**config.mk**
```make
export PLATFORM = sky130hd
export DESIGN_NAME = ofdm_qam_mapper
export DESIGN_NICKNAME = d
export VERILOG_FILES = /design/src/rtl/ofdm_qam_mapper.sv
export SDC_FILE = /design/constraint.sdc
export NUM_CORES = 2
export LEC_CHECK = 0
export BUFFER_PORTS_ARGS = -buffer_cell sky130_fd_sc_hd__buf_2
export CAP_MARGIN = 15
export CORE_ASPECT_RATIO = 1.2
export CORE_MARGIN = 4
export CORE_UTILIZATION = 36
export DETAILED_ROUTE_END_ITERATION = 7
export PLACE_DENSITY = 0.64
export SETUP_SLACK_MARGIN = 0.02
export SLEW_MARGIN = 15
export SYNTH_ARGS = -nofsm -noshare
export SYNTH_HDL_FRONTEND = slang
export SYNTH_SLANG_ARGS = --single-unit
```
**constraint.sdc**
```tcl
create_clock -name clk -period 3 [get_ports clk]
set_input_delay 0.15 -clock clk [delete_from_list [all_inputs] [get_ports clk]]
set_output_delay 0.15 -clock clk [all_outputs]
set_load 0.01 [all_outputs]
```
**src/rtl/ofdm_qam_mapper.sv**
```systemverilog
// Gray-coded BPSK/QPSK/16QAM/64QAM constellation mapper: serialises one interleaved block into I/Q samples.
// Optional build macro MAPPER_NORM_EN selects unit-average-power Q2.6 levels instead of raw odd integers.
module ofdm_qam_mapper #(
  parameter int unsigned blk_size = 384,
  parameter int unsigned out_w    = 8
) (
  input  logic                    clk,
  input  logic                    reset,
  input  logic [blk_size-1:0]     in_blk,
  input  logic                    in_blk_valid,
  input  logic [2:0]              rate_id,
  output logic                    in_blk_ready,
  output logic signed [out_w-1:0] out_i,
  output logic signed [out_w-1:0] out_q,
  output logic [1:0]              out_mod,
  output logic                    out_valid,
  input  logic                    out_ready,
  output logic                    out_last,
  output logic                    rate_err
);

  localparam int unsigned CNT_W = $clog2(blk_size);
  localparam logic [1:0] MOD_BPSK  = 2'd0;
  localparam logic [1:0] MOD_QPSK  = 2'd1;
  localparam logic [1:0] MOD_QAM16 = 2'd2;
  localparam logic [1:0] MOD_QAM64 = 2'd3;

  typedef enum logic {S_IDLE, S_MAP} state_t;

  state_t                    r_state;
  logic [blk_size-1:0]       r_buf;
  logic [CNT_W-1:0]          r_cnt;
  logic [CNT_W-1:0]          r_last_idx;
  logic                      r_ready;
  logic signed [out_w-1:0]   r_i;
  logic signed [out_w-1:0]   r_q;
  logic [1:0]                r_mod;
  logic                      r_valid;
  logic                      r_last;
  logic                      r_rate_err;

  logic [1:0]  w_acc_mod;
  logic [15:0] w_acc_sym;
  logic [15:0] w_nxt_sym;

  function automatic logic [1:0] rate_to_mod(input logic [2:0] rid);
    case (rid)
      3'd0:       return MOD_BPSK;
      3'd1, 3'd2: return MOD_QPSK;
      3'd3, 3'd4: return MOD_QAM16;
      default:    return MOD_QAM64;
    endcase
  endfunction

  function automatic logic [CNT_W-1:0] last_index(input logic [1:0] m);
    case (m)
      MOD_BPSK:  return CNT_W'(blk_size - 1);
      MOD_QPSK:  return CNT_W'(blk_size / 2 - 1);
      MOD_QAM16: return CNT_W'(blk_size / 4 - 1);
      default:   return CNT_W'(blk_size / 6 - 1);
    endcase
  endfunction

  // Drop the bits of the symbol just consumed so the next symbol sits at bit 0.
  function automatic logic [blk_size-1:0] shift_out(input logic [blk_size-1:0] b, input logic [1:0] m);
    case (m)
      MOD_BPSK:  return b >> 1;
      MOD_QPSK:  return b >> 2;
      MOD_QAM16: return b >> 4;
      default:   return b >> 6;
    endcase
  endfunction

  // One axis level; code is the MSB-first bit group {b0,b1,b2} with unused LSBs zero.
  function automatic logic [7:0] axis_level(input logic [1:0] m, input logic [2:0] code);
    logic       neg;
    logic [2:0] mag;
    logic [7:0] lvl;
    neg = 1'b0;
    mag = 3'd1;
    case (m)
      MOD_BPSK, MOD_QPSK: begin
        neg = code[2];
        mag = 3'd1;
      end
      MOD_QAM16: begin
        neg = ~code[2];
        mag = code[1] ? 3'd1 : 3'd3;
      end
      default: begin
        neg = ~code[2];
        case (code[1:0])
          2'b00:   mag = 3'd7;
          2'b01:   mag = 3'd5;
          2'b11:   mag = 3'd3;
          default: mag = 3'd1;
        endcase
      end
    endcase
`ifdef MAPPER_NORM_EN
    case (m)
      MOD_BPSK:  lvl = 8'd64;
      MOD_QPSK:  lvl = 8'd45;
      MOD_QAM16: lvl = (mag == 3'd1) ? 8'd20 : 8'd61;
      default: begin
        case (mag)
          3'd1:    lvl = 8'd10;
          3'd3:    lvl = 8'd30;
          3'd5:    lvl = 8'd49;
          default: lvl = 8'd69;
        endcase
      end
    endcase
`else
    lvl = 8'(mag);
`endif
    return neg ? 8'(8'd0 - lvl) : lvl;
  endfunction

  function automatic logic [15:0] map_symbol(input logic [1:0] m, input logic [5:0] b);
    logic [7:0] i;
    logic [7:0] q;
    i = axis_level(m, {b[0], b[1], b[2]});
    case (m)
      MOD_BPSK:  q = 8'd0;
      MOD_QPSK:  q = axis_level(m, {b[1], 2'b00});
      MOD_QAM16: q = axis_level(m, {b[2], b[3], 1'b0});
      default:   q = axis_level(m, {b[3], b[4], b[5]});
    endcase
    return {i, q};
  endfunction

  assign w_acc_mod = rate_to_mod(rate_id);
  assign w_acc_sym = map_symbol(w_acc_mod, in_blk[5:0]);
  assign w_nxt_sym = map_symbol(r_mod, r_buf[5:0]);

  // Block accept, symbol sequencing and registered outputs.
  always_ff @(posedge clk) begin
    if (!reset) begin
      r_state    <= S_IDLE;
      r_buf      <= '0;
      r_cnt      <= '0;
      r_last_idx <= '0;
      r_ready    <= 1'b0;
      r_i        <= '0;
      r_q        <= '0;
      r_mod      <= MOD_BPSK;
      r_valid    <= 1'b0;
      r_last     <= 1'b0;
      r_rate_err <= 1'b0;
    end else begin
      r_rate_err <= 1'b0;
      case (r_state)
        S_IDLE: begin
          r_ready <= 1'b1;
          if (in_blk_valid && r_ready) begin
            if (rate_id == 3'd7) begin
              r_rate_err <= 1'b1;
            end else begin
              r_state    <= S_MAP;
              r_ready    <= 1'b0;
              r_mod      <= w_acc_mod;
              r_buf      <= shift_out(in_blk, w_acc_mod);
              r_cnt      <= '0;
              r_last_idx <= last_index(w_acc_mod);
              r_i        <= out_w'($signed(w_acc_sym[15:8]));
              r_q        <= out_w'($signed(w_acc_sym[7:0]));
              r_valid    <= 1'b1;
              r_last     <= 1'b0;
            end
          end
        end
        S_MAP: begin
          if (out_ready) begin
            if (r_last) begin
              r_state <= S_IDLE;
              r_valid <= 1'b0;
              r_last  <= 1'b0;
              r_ready <= 1'b1;
            end else begin
              r_cnt  <= r_cnt + CNT_W'(1);
              r_buf  <= shift_out(r_buf, r_mod);
              r_i    <= out_w'($signed(w_nxt_sym[15:8]));
              r_q    <= out_w'($signed(w_nxt_sym[7:0]));
              r_last <= ((r_cnt + CNT_W'(1)) == r_last_idx);
            end
          end
        end
        default: r_state <= S_IDLE;
      endcase
    end
  end

  assign in_blk_ready = r_ready;
  assign out_i        = r_i;
  assign out_q        = r_q;
  assign out_mod      = r_mod;
  assign out_valid    = r_valid;
  assign out_last     = r_last;
  assign rate_err     = r_rate_err;

endmodule

```
==> metrics.txt <==
outcome=complete, but fails checks; failing checks=design-rule violations; pre-CTS WS=roughly 0.59 ns; sequential area share after synthesis=~18%; VDD IR max=~0.4 mV; wire per inst=approximately 22 um; flop2flop setup slack=~0.15 ns; part of the power in registers=about a third; TritonCTS Buffers=53; Cells after DPL=a little over 7k; initial antenna violation count=75; critical path arrival=3.35 ns; Core Box Area=approximately 130000 um2; # rows=about 140; Filler cells=approximately 13k; setup ws final=0.150 ns; fin crit period=approximately 2.8 ns; fin cells=about 7.7k; Clk pwr share=a little under a third; first-pass GRT wire length=266000 um; # clock sinks=412; Sw Share=a little over a third; cell type with the highest aggregate area in the netlist=dfxtp_1; Hold Vio Cnt, Final=0; Switch Pwr=7.55 mW; final setup fails=0; Clock transition at path regs=around 0.06 ns; Seq cells post-synth=approximately 410; die area=~130000 um2; Yosys cell types=slightly above 70; Antenna Nets Post-Route=0; Layout area overhead=16.8%; WS Path Type=reg -> reg; vias in the first global route=44.9k; GR Overflow Total=0; Placer Congestion=0.860; Post-CTS Setup Inserts=0; fin. max-slew vios=0; residual DRC count=16; CTS tree=built; critical path required time=~3.5 ns; Max-Cap Viols=0; Cell Pwr Density=between 300 and 400 nW/um2; gr usage total=24.0%; largest cells by area after synthesis=dfxtp_1 18%, mux4_2 18%, mux2i_1 9.5%; Layout Utilization=a little over two fifths; worst hold path class=in -> reg; wirelength, routed=between 150000 and 200000 um; Initial Util=a little over a third; r2r worst-path depth=6; clk root buf=clkbuf_16; Worst-Margin Slew=1.33 ns; # IOs=between 400 and 500; vias per cell=~6.4; Yosys warning count=0; Die X=~330 um; dpl cell area=approximately 49000 um2; DP HPWL=111000 um; Crit. End Element=register; clock buffer depth=3; Final Hold Slack=between 0.04 and 0.05 ns; Slew HR=between 10% and 20%; H-tree levels=2; WHS Path Cells=5; routed vias=a little under 50k; Post-Syn Area per Cell=8.04 um2; Max Freq=between 300 and 400 MHz; Async SR Flop Fraction=0%; RR Endpoint=r_buf[245]$_SDFFE_PN0P_; worst-path fanout max=around 120; RSZ-0062 raised after global routing=no; post-synthesis cell count=around 5.7k; post-synth top area share=18.0%; Sum Neg Setup Slack=0 ns; worst-skew pair later-pin latency=a little over 0.6 ns; Comb pwr share=between 30% and 40%; worst r2r src=r_state$_SDFF_PN0_; Mapped Area=about 46000 um2; Die Y=399 um; Design Area, Final=roughly 54000 um2; pin count of the biggest net entering global routing=212; Clock Skew=0.0173 ns; Post-synth top flop=dfxtp_1; DR pass1 iterations=8; Post-synth EDFFs=0; share of cells above drive strength 1=between 20% and 30%; static leakage=about 20 nW; DRT iter0 DRCs=approximately 5.7k; Setup crit start kind=register; Post-Syn Nets=6099; CP startpoint=r_state$_SDFF_PN0_; Power Internal=13.5 mW; Hold Crit Start=in_blk[274]; Layout Nets=~6.3k; number of buffers added on ports=approximately 410; PnR Total Power=21.0 mW; Final Cycle Share=roughly 95%; hold path endpoint=r_buf[270]$_SDFFE_PN0P_
## what timing repair did
action                                 CTS  global route
hold buffers                           311             0
endpoints found under the hold margin  245             0
resized for setup                        0             1
setup endpoints to repair                0             1
## power by group through the flow
stage | logic (mW) | registers [mW] | clock network, mW
after floorplan | 5.18 | 6.55 | 0
after global placement | 6.89 | 6.86 | 0
after detailed placement | 6.99 | 6.86 | 0
after CTS | 7.50 | 6.76 | 6.77
after global routing | 8.22 | 6.87 | 6.98
final | 7.58 | 6.81 | 6.66
## cell families (layout without fill, tap and decap cells)
group,Yosys count,after routing,synth area share (%)
compound gates,1876,1876,26.8
simple gates,1716,1716,16.4
mux,964,964,31.4
buf+inv,702,954,6.84
flops,412,412,18.0
xor+xnor,20,20,0.382
fa+ha+maj,9,9,0.246
other cells,0,55,0
## cells in the mapped netlist, drive strengths merged, types with 78 or more instances
| cell | number |
|---|---|
| dfxtp | 412 |
| or2 | 78 |
| nand2b | 85 |
| buf | 316 |
| a21oi | 622 |
| a311o | 232 |
| nor2 | 371 |
| o211ai | 312 |
| mux2i | 435 |
| o21ai | 400 |
| nand3 | 315 |
| clkbuf | 370 |
| mux2 | 167 |
| mux4 | 362 |
| nand2 | 777 |
| a211oi | 161 |
## critical path, stage by stage, from the launching register on
cell           delay, ns
dfxtp_4             0.38
buf_12              0.50
nand3_1             0.47
buf_4               0.37
o221ai_1            0.30
o31ai_1             0.11
dlygate4sd3_1       0.56
## layer usage
metal  wire length, um  global-route usage (%)  share of wire (%)
met4              4800                    7.00                2.8
met2             78700                    38.5                 46
met5               314                       0               0.19
met3             16100                    5.69                9.5
met1             69600                    32.3                 41
## worst max-delay path by stage
stage | depth (start not counted) | end | slack (ns)
after floorplan | 6 | r_buf[268]$_SDFFE_PN0P_ | 1.06
after global placement | 7 | out_q[2]$_SDFFE_PN0P_ | 0.60
after detailed placement | 6 | r_buf[247]$_SDFFE_PN0P_ | 0.59
after CTS | 6 | r_buf[245]$_SDFFE_PN0P_ | 0.13
after global routing | 6 | r_buf[245]$_SDFFE_PN0P_ | 0.09
final | 6 | r_buf[245]$_SDFFE_PN0P_ | 0.15
## state kept, by name (all words and copies together) (netlist names)
signal and count:
out_i 4, in_blk_ready 1, r_cnt 9, out_last 1, out_valid 1, out_q 4
r_state 1, rate_err 1, r_last_idx 5, out_mod 2, r_buf 383
## cells in the final DEF, fill, tap and decap left out, types with 18 or more instances in the layout
cell type	count
nor2_1	369
dlygate4sd3_1	311
buf_2	408
a311oi_1	57
o21ai_0	252
o22ai_1	19
o211ai_1	312
or3_1	59
mux2_2	166
mux2i_1	435
a211oi_1	160
nand3_1	315
o21ai_1	148
or2_2	69
nand2_1	776
buf_12	51
mux4_2	362
clkbuf_16	55
diode_2	55
buf_4	66
nand2b_1	85
clkbuf_1	18
a311o_1	232
dfxtp_1	409
a21oi_1	622
## final cells by class
class,count,area (um2),area share (%)
multi-input combinational,4585,34500,64.4
sequential,412,8260,15.4
timing repair buffer,841,6740,12.6
tap,1667,2090,3.90
clock buffer,87,1640,3.06
antenna,55,138,0.257
clock inverter,10,134,0.250
inverter,16,75.1,0.140
No activity file was read; power rests on OpenSTA's default activity.
